===== config.mk =====
export PLATFORM = sky130hd
export DESIGN_NAME = cdc_sync_filter
export DESIGN_NICKNAME = d
export VERILOG_FILES = /design/src/rtl/cdc_sync_filter_pkg.sv /design/src/rtl/cdc_sync_filter_channel.sv /design/src/rtl/cdc_sync_filter.sv
export SDC_FILE = /design/constraint.sdc
export NUM_CORES = 1
export LEC_CHECK = 0
export CORE_MARGIN = 2
export CORE_UTILIZATION = 35
export DETAILED_ROUTE_END_ITERATION = 8
export HOLD_SLACK_MARGIN = 0.15
export MAX_ROUTING_LAYER = met4
export PLACE_DENSITY_LB_ADDON = 0.12
export SLEW_MARGIN = 30
export SYNTH_ARGS = -nofsm -noshare
export SYNTH_HDL_FRONTEND = slang
export SYNTH_SLANG_ARGS = --single-unit

===== constraint.sdc =====
create_clock -name clk_dst -period 1.3 [get_ports clk_dst]
set_input_delay 0.195 -clock clk_dst [delete_from_list [all_inputs] [get_ports clk_dst]]
set_output_delay 0.195 -clock clk_dst [all_outputs]
set_load 0.1 [all_outputs]

===== src/rtl/cdc_sync_filter_pkg.sv =====
`default_nettype none
// ============================================================================
// Module  : cdc_sync_filter_pkg
// Brief   : Shared CDC constants and the counter-width helper.
// Revision: 1.0
// ============================================================================
package cdc_sync_filter_pkg;

    localparam int CDC_MIN_STAGES = 2;
    localparam int CDC_MAX_FILTER = 65535;

    // Ceiling log2, never below 1 so a counter always has at least one bit.
    function automatic int cdc_clog2(input int value);
        int width;
        width = 0;
        while ((1 << width) < value) begin
            width = width + 1;
        end
        return (width < 1) ? 1 : width;
    endfunction

endpackage
`default_nettype wire


===== src/rtl/cdc_sync_filter_channel.sv =====
`default_nettype none
// ============================================================================
// Module  : cdc_sync_filter_channel
// Brief   : One-bit synchronizer chain, persistence filter and edge/glitch pulses.
// Revision: 1.0
// ============================================================================
module cdc_sync_filter_channel
    import cdc_sync_filter_pkg::*;
#(
    parameter int   NUM_STAGES    = 2,
    parameter int   FILTER_CYCLES = 4,
    parameter logic INIT_VALUE    = 1'b0
) (
    input  wire logic clk_dst,
    input  wire logic rst_dst_n,
    input  wire logic i_src,
    output logic      o_dst,
    output logic      o_rise,
    output logic      o_fall,
    output logic      o_glitch
);

    (* ASYNC_REG = "TRUE" *) logic [NUM_STAGES-1:0] r_chain;
    logic w_raw;
    logic w_level;
    logic r_dst_q;

    always_ff @(posedge clk_dst) begin
        if (!rst_dst_n) begin
            r_chain <= {NUM_STAGES{INIT_VALUE}};
        end else begin
            r_chain <= {r_chain[NUM_STAGES-2:0], i_src};
        end
    end

    assign w_raw = r_chain[NUM_STAGES-1];

    generate
        if (FILTER_CYCLES == 0) begin : g_bypass
            assign w_level  = w_raw;
            assign o_glitch = 1'b0;
        end else begin : g_filter
            localparam int              CNT_W      = cdc_clog2(FILTER_CYCLES);
            localparam logic [CNT_W-1:0] C_CNT_LAST = CNT_W'(FILTER_CYCLES - 1);

            logic             r_filt;
            logic [CNT_W-1:0] r_cnt;
            logic             r_glitch;

            // A change is accepted only after it persists for FILTER_CYCLES raw samples;
            // returning to the held level mid-count flags an abandoned change.
            always_ff @(posedge clk_dst) begin
                if (!rst_dst_n) begin
                    r_filt   <= INIT_VALUE;
                    r_cnt    <= '0;
                    r_glitch <= 1'b0;
                end else begin
                    r_glitch <= 1'b0;
                    if (w_raw == r_filt) begin
                        r_cnt    <= '0;
                        r_glitch <= (r_cnt != '0);
                    end else if (r_cnt == C_CNT_LAST) begin
                        r_filt <= w_raw;
                        r_cnt  <= '0;
                    end else begin
                        r_cnt <= r_cnt + CNT_W'(1);
                    end
                end
            end

            assign w_level  = r_filt;
            assign o_glitch = r_glitch;
        end
    endgenerate

    // Reset loads the same level as the filter, so release never produces a pulse.
    always_ff @(posedge clk_dst) begin
        if (!rst_dst_n) begin
            r_dst_q <= INIT_VALUE;
        end else begin
            r_dst_q <= w_level;
        end
    end

    assign o_dst  = w_level;
    assign o_rise = w_level & ~r_dst_q;
    assign o_fall = ~w_level & r_dst_q;

endmodule
`default_nettype wire


===== src/rtl/cdc_sync_filter.sv =====
`default_nettype none
// ============================================================================
// Module  : cdc_sync_filter
// Brief   : WIDTH independent synchronized, glitch-filtered inputs with edge pulses.
// Revision: 1.0
// ============================================================================
module cdc_sync_filter
    import cdc_sync_filter_pkg::*;
#(
    parameter int               WIDTH         = 4,
    parameter int               NUM_STAGES    = 2,
    parameter int               FILTER_CYCLES = 4,
    parameter logic [WIDTH-1:0] INIT_VALUE    = '0
) (
    input  wire logic             clk_dst,
    input  wire logic             rst_dst_n,
    input  wire logic [WIDTH-1:0] signal_src,
    output logic      [WIDTH-1:0] signal_dst,
    output logic      [WIDTH-1:0] rise_pulse,
    output logic      [WIDTH-1:0] fall_pulse,
    output logic      [WIDTH-1:0] glitch_pulse,
    output logic                  any_change
);

    generate
        if (NUM_STAGES < CDC_MIN_STAGES) begin : g_err_stages
            $error("cdc_sync_filter: NUM_STAGES must be >= 2");
        end
        if (WIDTH < 1) begin : g_err_width
            $error("cdc_sync_filter: WIDTH must be >= 1");
        end
        if (FILTER_CYCLES > CDC_MAX_FILTER) begin : g_err_filter
            $error("cdc_sync_filter: FILTER_CYCLES must be <= 65535");
        end
    endgenerate

    generate
        for (genvar gi = 0; gi < WIDTH; gi++) begin : g_chan
            cdc_sync_filter_channel #(
                .NUM_STAGES    (NUM_STAGES),
                .FILTER_CYCLES (FILTER_CYCLES),
                .INIT_VALUE    (INIT_VALUE[gi])
            ) u_chan (
                .clk_dst   (clk_dst),
                .rst_dst_n (rst_dst_n),
                .i_src     (signal_src[gi]),
                .o_dst     (signal_dst[gi]),
                .o_rise    (rise_pulse[gi]),
                .o_fall    (fall_pulse[gi]),
                .o_glitch  (glitch_pulse[gi])
            );
        end
    endgenerate

    assign any_change = |(rise_pulse | fall_pulse);

endmodule
`default_nettype wire


==> results.json, run 1 <==
{
  "status": "finished with violations",
  "violations": "negative setup slack",
  "die_h_um": 63.9,
  "fin_crit_sh": 1.17,
  "synth_nets": 137,
  "path_max_fanout": 2,
  "slew_headroom": 0.830,
  "crit_path_start_kind": "flip-flop",
  "period_needed_ps": 1520,
  "port_buffers": 22,
  "grt_pass1_vias": 817,
  "ant_nets": 0,
  "finClkSkew_ps": 1.17,
  "grtUsageMet3": 0.0282,
  "seq_area_frac_synth": 0.446,
  "yosys_register_bits": 28,
  "top_usage_layer": "met2",
  "final_cell_area_um2": 1830,
  "synth_top_area_share": 0.446,
  "layout-drive-gt1-share": 0.485,
  "synth_area_leader_cell": "dfxtp_1",
  "maxCapViolCount": 0,
  "grt_pass1_wl_mm": 3.47,
  "powerDensity_nw_per_um2": 751,
  "cts.sinks": 28,
  "h-tree-depth": 1,
  "placed_cells": 169,
  "crit_type": "flip-flop to output pin",
  "worstPathArrival_ps": 1320,
  "drc": 0,
  "start_util": 0.371,
  "placed_area_um2": 1630,
  "hpwl_mm": 1.37,
  "ir_worst_vdd_mv": 0.392,
  "areaGrowthSynthToFinish_pct": 45.9,
  "io_pins": 23,
  "cts_tree": "done",
  "drv_slew": 0,
  "gr-usage-met2": 0.198,
  "layout.cells.non_filler": 180,
  "max_freq_mhz": 660,
  "die_x_um": 63.9,
  "grt_use_total": 0.111,
  "critPathRequiredTime_ps": 1110,
  "vias_per_cell": 4.21,
  "n_fill_cell": 289,
  "worstSkewPairLatency_ps": 320,
  "r2r_slack_ps": 100,
  "drtIter0Drc": 17,
  "synthCells": 115,
  "synth_area_leaders": "dfxtp_1, ha_1, buf_4",
  "clockRootBuffer": "clkbuf_4",
  "setup_slack_ps": -216,
  "diodes": 0,
  "die_area_um2": 4080,
  "worst_pin_slew_ps": 253,
  "ys_types": 18,
  "syn_area_per_cell_um2": 10.9,
  "finalSetupViolCount": 5,
  "rows": 21,
  "cp-end-kind": "output pin",
  "hold_path.class": "input pin to flip-flop",
  "core_um2": 3390,
  "netlist_area_um2": 1260,
  "grt_util_met1": 0.112,
  "power.leakage_nw": 0.731,
  "nNetsFinal": 157,
  "grt_max_degree": 29,
  "route.detailed.wl_per_inst_um": 10.4,
  "rsz0062_at_grt": "true",
  "final_core_util": 0.541,
  "cts-buffers-inserted": 3,
  "clk_pin_slew_ps": 140,
  "hold_violations": 0,
  "gr-total-overflow": 0,
  "clock_path_buffers": 2,
  "num_vias": 757,
  "place.gp.congestion": 0.636,
  "ys.warnings.count": 0,
  "firstDrtPassIters": 2,
  "grt_antenna_before_repair": 0,
  "finalWirelength_mm": 1.87
}
[worst max-delay path: stages, from the launching register on]
cell and delay [ps]:
dfxtp_2 370, inv_2 40, ha_4 250, nand4_1 130, buf_12 210
[Yosys cell counts, drive strengths merged]
library cell  count
ha               16
nor3b             1
clkbuf            2
and2             12
xor2              1
and4bb            3
inv              16
and3b             3
xnor2             3
dfxtp            28
nor4b             3
mux2i             4
and4b             2
nor2b             4
buf              16
nand4             1
[worst paths after layout]
check                              start                                  to  cells past startpoint
max             g_chan[3].u_chan.r_dst_q                          any_change                      4
min reg2reg  g_chan[2].u_chan.r_chain[0]         g_chan[2].u_chan.r_chain[1]                      1
max reg2reg       g_chan[1].u_chan.o_dst  g_chan[1].u_chan.g_filter.r_cnt[1]                      4
min                        signal_src[2]         g_chan[2].u_chan.r_chain[0]                      2
[layout make-up]
| class | instances | area [um2] | area share |
|---|---|---|---|
| clock buffer | 4 | 36.3 | 0.0198 |
| inverter | 16 | 62.6 | 0.0341 |
| multi-input combinational | 53 | 587 | 0.320 |
| sequential | 28 | 578 | 0.315 |
| tap | 46 | 57.6 | 0.0314 |
| timing repair buffer | 33 | 512 | 0.279 |
[what timing repair did]
item | in CTS | in global routing
endpoints found under the setup margin | 8 | 9
pin swaps | 6 | 3
resized for setup | 28 | 3
buffers inserted | 6 | 1
hold buffers | 0 | 0
[flip-flops by register name, summed over array words and instances, names as in the netlist]
name                          count
g_chan.u_chan.g_filter.r_cnt      8
g_chan.u_chan.r_chain             8
g_chan.u_chan.o_dst               4
g_chan.u_chan.o_glitch            4
g_chan.u_chan.r_dst_q             4
[where the power goes]
group / leakage [nW] / internal (mW) / switching, mW / total (mW)
sequential: 0.233 / 0.869 / 0.00870 / 0.878
combinational: 0.477 / 0.0450 / 0.0382 / 0.0832
clock: 0.0210 / 0.171 / 0.244 / 0.415
[metrics by stage]
stage | hold slack [ps] | setup slack [ps] | TNS [ps] | total power [mW]
finish | 435 | -216 | -466 | 1.38
global route | 416 | -279 | -853 | 1.44
global placement | 415 | 134 | 0 | 0.984
detailed placement | 417 | 97.8 | 0 | 0.987
floorplan | 322 | -392 | -392 | 0.949
CTS | 422 | -226 | -580 | 1.40
[cells in the final DEF (no fill, tap or decap), drive strengths merged]
master and count:
clkbuf 4, and4b 2, xor2 1, nor2b 4
xnor2 3, clkdlybuf4s50 5, nor3b 1, and3b 3
nor4b 3, buf 28, inv 16, nand4 1
and2 12, dfxtp 28, ha 16, and4bb 3
mux2i 4
[routing by layer]
metal / routed length (um) / up-vias
li1: - / 386
met4: 27 / 0
met1: 786 / 349
met5: 0 / -
met2: 943 / 18
met3: 108 / 4
[kinds of logic after synthesis]
group                    after synthesis  share of synthesized area
buffers and inverters                 34                      0.150
AND/OR/NAND/NOR                       29                      0.184
flip-flops                            28                      0.446
adder cells (fa/ha/maj)               16                      0.159
XOR/XNOR                               4                     0.0279
multiplexers                           4                     0.0319
(Power assumes the default switching activity.)
==> run 2: changes to the inputs <==
--- a/config.mk
+++ b/config.mk
@@ -14,4 +14,5 @@
 export SLEW_MARGIN = 30
 export SYNTH_ARGS = -nofsm -noshare
 export SYNTH_HDL_FRONTEND = slang
+export SYNTH_HIERARCHICAL = 1
 export SYNTH_SLANG_ARGS = --single-unit
==> run 2 against run 1 <==
Worst hold slack about the same. First-iteration DRC count up 12%. The run ends with design-rule violations, negative setup slack left. Die area is 15% lower. Flip-flop and latch count unchanged. Via count is 0.92% higher. Design area shrank 4.5%. Sequential share of layout area increased by 1.4 points. Largest cell class is now sequential cells.
==> results.json, run 2 <==
{
  "syn_area_per_cell_um2": 11.6,
  "status": "finished with violations",
  "critPathRequiredTime_ps": 1110,
  "die_h_um": 58.9,
  "total_power_mw": 1.31,
  "postCtsHoldBufs": 0,
  "crit_type": "flip-flop to output pin",
  "timing.rr.start": "g_chan[2].u_chan/o_dst",
  "firstDrtPassIters": 5,
  "final_cell_area_um2": 1750,
  "hold_start": "signal_src[0]",
  "reg2reg_depth": 4,
  "rsz0062_at_grt": "true",
  "synth_area_leader_cell": "dfxtp_1",
  "clock_path_buffers": 2,
  "worstPathArrival_ps": 1440,
  "num_vias": 764,
  "grt_pass1_wl_mm": 3.46,
  "drc": 1,
  "ir_worst_vdd_mv": 0.570,
  "r2r_slack_ps": 100,
  "p_int_mw": 1.03,
  "reg2reg_to": "g_chan[2].u_chan/g_filter.r_cnt[1]",
  "powerDensity_nw_per_um2": 749,
  "path_max_fanout": 2,
  "hold_violations": 0,
  "final_common_cell": "dfxtp_1",
  "route.detailed.wl_per_inst_um": 11.0,
  "final_core_util": 0.624,
  "grt_max_degree": 16,
  "hold_path.class": "input pin to flip-flop",
  "diodes": 0,
  "slew_headroom": 0.830,
  "finClkSkew_ps": 1.19,
  "layout_common_cells": "dfxtp_1, buf_12, and2_1",
  "synth_edf_count": 0,
  "whs_endpoint": "g_chan[0].u_chan/r_chain[0]",
  "synthCells": 91,
  "ant_nets": 0,
  "grt_pass1_vias": 781,
  "h-tree-depth": 1,
  "finalWirelength_mm": 1.79,
  "port_buffers": 22,
  "p_sw_frac": 0.214,
  "hpwl_mm": 1.40,
  "clkPwrFrac": 0.270,
  "die_x_um": 58.9,
  "synthFlopType": "dfxtp_1",
  "drtIter0Drc": 19,
  "crit_path_start_kind": "flip-flop",
  "core_um2": 2810,
  "ys.warnings.count": 6,
  "synth_nets": 105,
  "clk_pin_slew_ps": 140,
  "grt_antenna_before_repair": 0,
  "fin_crit_sh": 1.26,
  "top_regs": "g_chan.u_chan/g_filter.r_cnt (8), g_chan.u_chan/r_chain (8)",
  "die_area_um2": 3470,
  "cts-buffers-inserted": 3,
  "period_needed_ps": 1630,
  "finalSetupViolCount": 9,
  "start_util": 0.376,
  "seqPwrFrac": 0.668,
  "drv_slew": 0,
  "power.leakage_nw": 0.732,
  "grt_use_total": 0.135,
  "yosys_register_bits": 28,
  "cts.sinks": 28,
  "place_worst_setup_slack_ps": 24.1,
  "synth_commonest_cells": "dfxtp_1, and2_1, ha_1, inv_1, nor2b_1",
  "rows": 19,
  "netlist_area_um2": 1050,
  "pwr-share-comb": 0.062,
  "clockRootBuffer": "clkbuf_4",
  "synth.most_common_cell": "dfxtp_1",
  "violations": "design-rule violations, negative setup slack",
  "placed_cells": 154,
  "max_freq_mhz": 612,
  "vias_per_cell": 4.69,
  "synth_top_area_share": 0.531,
  "layout.cells.non_filler": 163,
  "layout-drive-gt1-share": 0.409,
  "worstSkewPairLatency_ps": 320,
  "worst_pin_slew_ps": 253,
  "switching_power_uw": 281,
  "seq_area_frac_synth": 0.531,
  "gr-total-overflow": 0,
  "setup_slack_ps": -333,
  "min_path_cells": 2,
  "ys_types": 16,
  "placed_area_um2": 1650,
  "cp-end-kind": "output pin",
  "place.gp.congestion": 0.673,
  "maxCapViolCount": 0,
  "nNetsFinal": 147,
  "synth_area_leaders": "dfxtp_1, ha_1, and2_1",
  "synthArstFlopShare": 0,
  "n_fill_cell": 235,
  "cts_tree": "done",
  "io_pins": 23,
  "areaGrowthSynthToFinish_pct": 66.0
}
==> run 2: worst max-delay path, stage by stage, from the launching register on <==
cell	delay, ps
dfxtp_4	370
and2b_4	190
nor4_4	310
nand2_4	80
buf_12	170
==> run 2: repair_timing <==
action / in CTS / in global routing
cloned: 0 / 0
pin swaps: 2 / 0
setup buffers: 4 / 3
resized for setup: 8 / 4
setup endpoints to repair: 9 / 11
==> run 2: layout make-up <==
type,instances,area (um2),share of cell area
Inverter,8,30.0,0.0172
Clock buffer,4,26.3,0.0150
Tap cell,31,38.8,0.0222
Sequential cell,28,577,0.330
Multi-Input combinational cell,55,542,0.310
Timing Repair Buffer,37,537,0.307
==> run 2: logic make-up after synthesis <==
| kind of cell | synth area share |
|---|---|
| AND/OR/NAND/NOR | 0.274 |
| flip-flops | 0.531 |
| multiplexers | 0.0380 |
| adder cells (fa/ha/maj) | 0.0949 |
| buffers and inverters | 0.0285 |
| XOR/XNOR | 0.0332 |
==> run 2: worst max path at each step <==
| stage | from | endpoint | slack [ps] | cells past startpoint |
|---|---|---|---|---|
| detailed placement | g_chan[3].u_chan/o_dst | any_change | 20 | 4 |
| floorplan | g_chan[3].u_chan/o_dst | any_change | -460 | 3 |
| global route | g_chan[1].u_chan/o_dst | any_change | -400 | 4 |
| finish | g_chan[1].u_chan/o_dst | any_change | -330 | 4 |
| global placement | g_chan[3].u_chan/o_dst | any_change | 30 | 4 |
| CTS | g_chan[2].u_chan/o_dst | any_change | -350 | 4 |
==> run 2: routing by layer <==
layer / up-vias / track usage / part of all wire
met5: - / - / 0
met4: 0 / 0.0682 / 0.025
li1: 383 / - / -
met2: 14 / 0.206 / 0.51
met1: 363 / 0.174 / 0.42
met3: 4 / 0.0198 / 0.040
==> run 2: stage by stage <==
stage / hold WS, ps / setup TNS, ps
finish: 435 / -1060
global route: 423 / -1710
CTS: 417 / -1200
detailed placement: 424 / 0
global placement: 415 / 0
floorplan: 317 / -726
==> run 2: power by group through the flow <==
stage,clock (mW),sequential [mW],combinational [mW]
4_1_cts,0.382,0.876,0.0824
3_5_place_dp,0,0.895,0.0817
2_1_floorplan,0,0.908,0.0238
5_1_grt,0.414,0.879,0.0888
3_3_place_gp,0,0.895,0.0787
6_report,0.355,0.876,0.0807
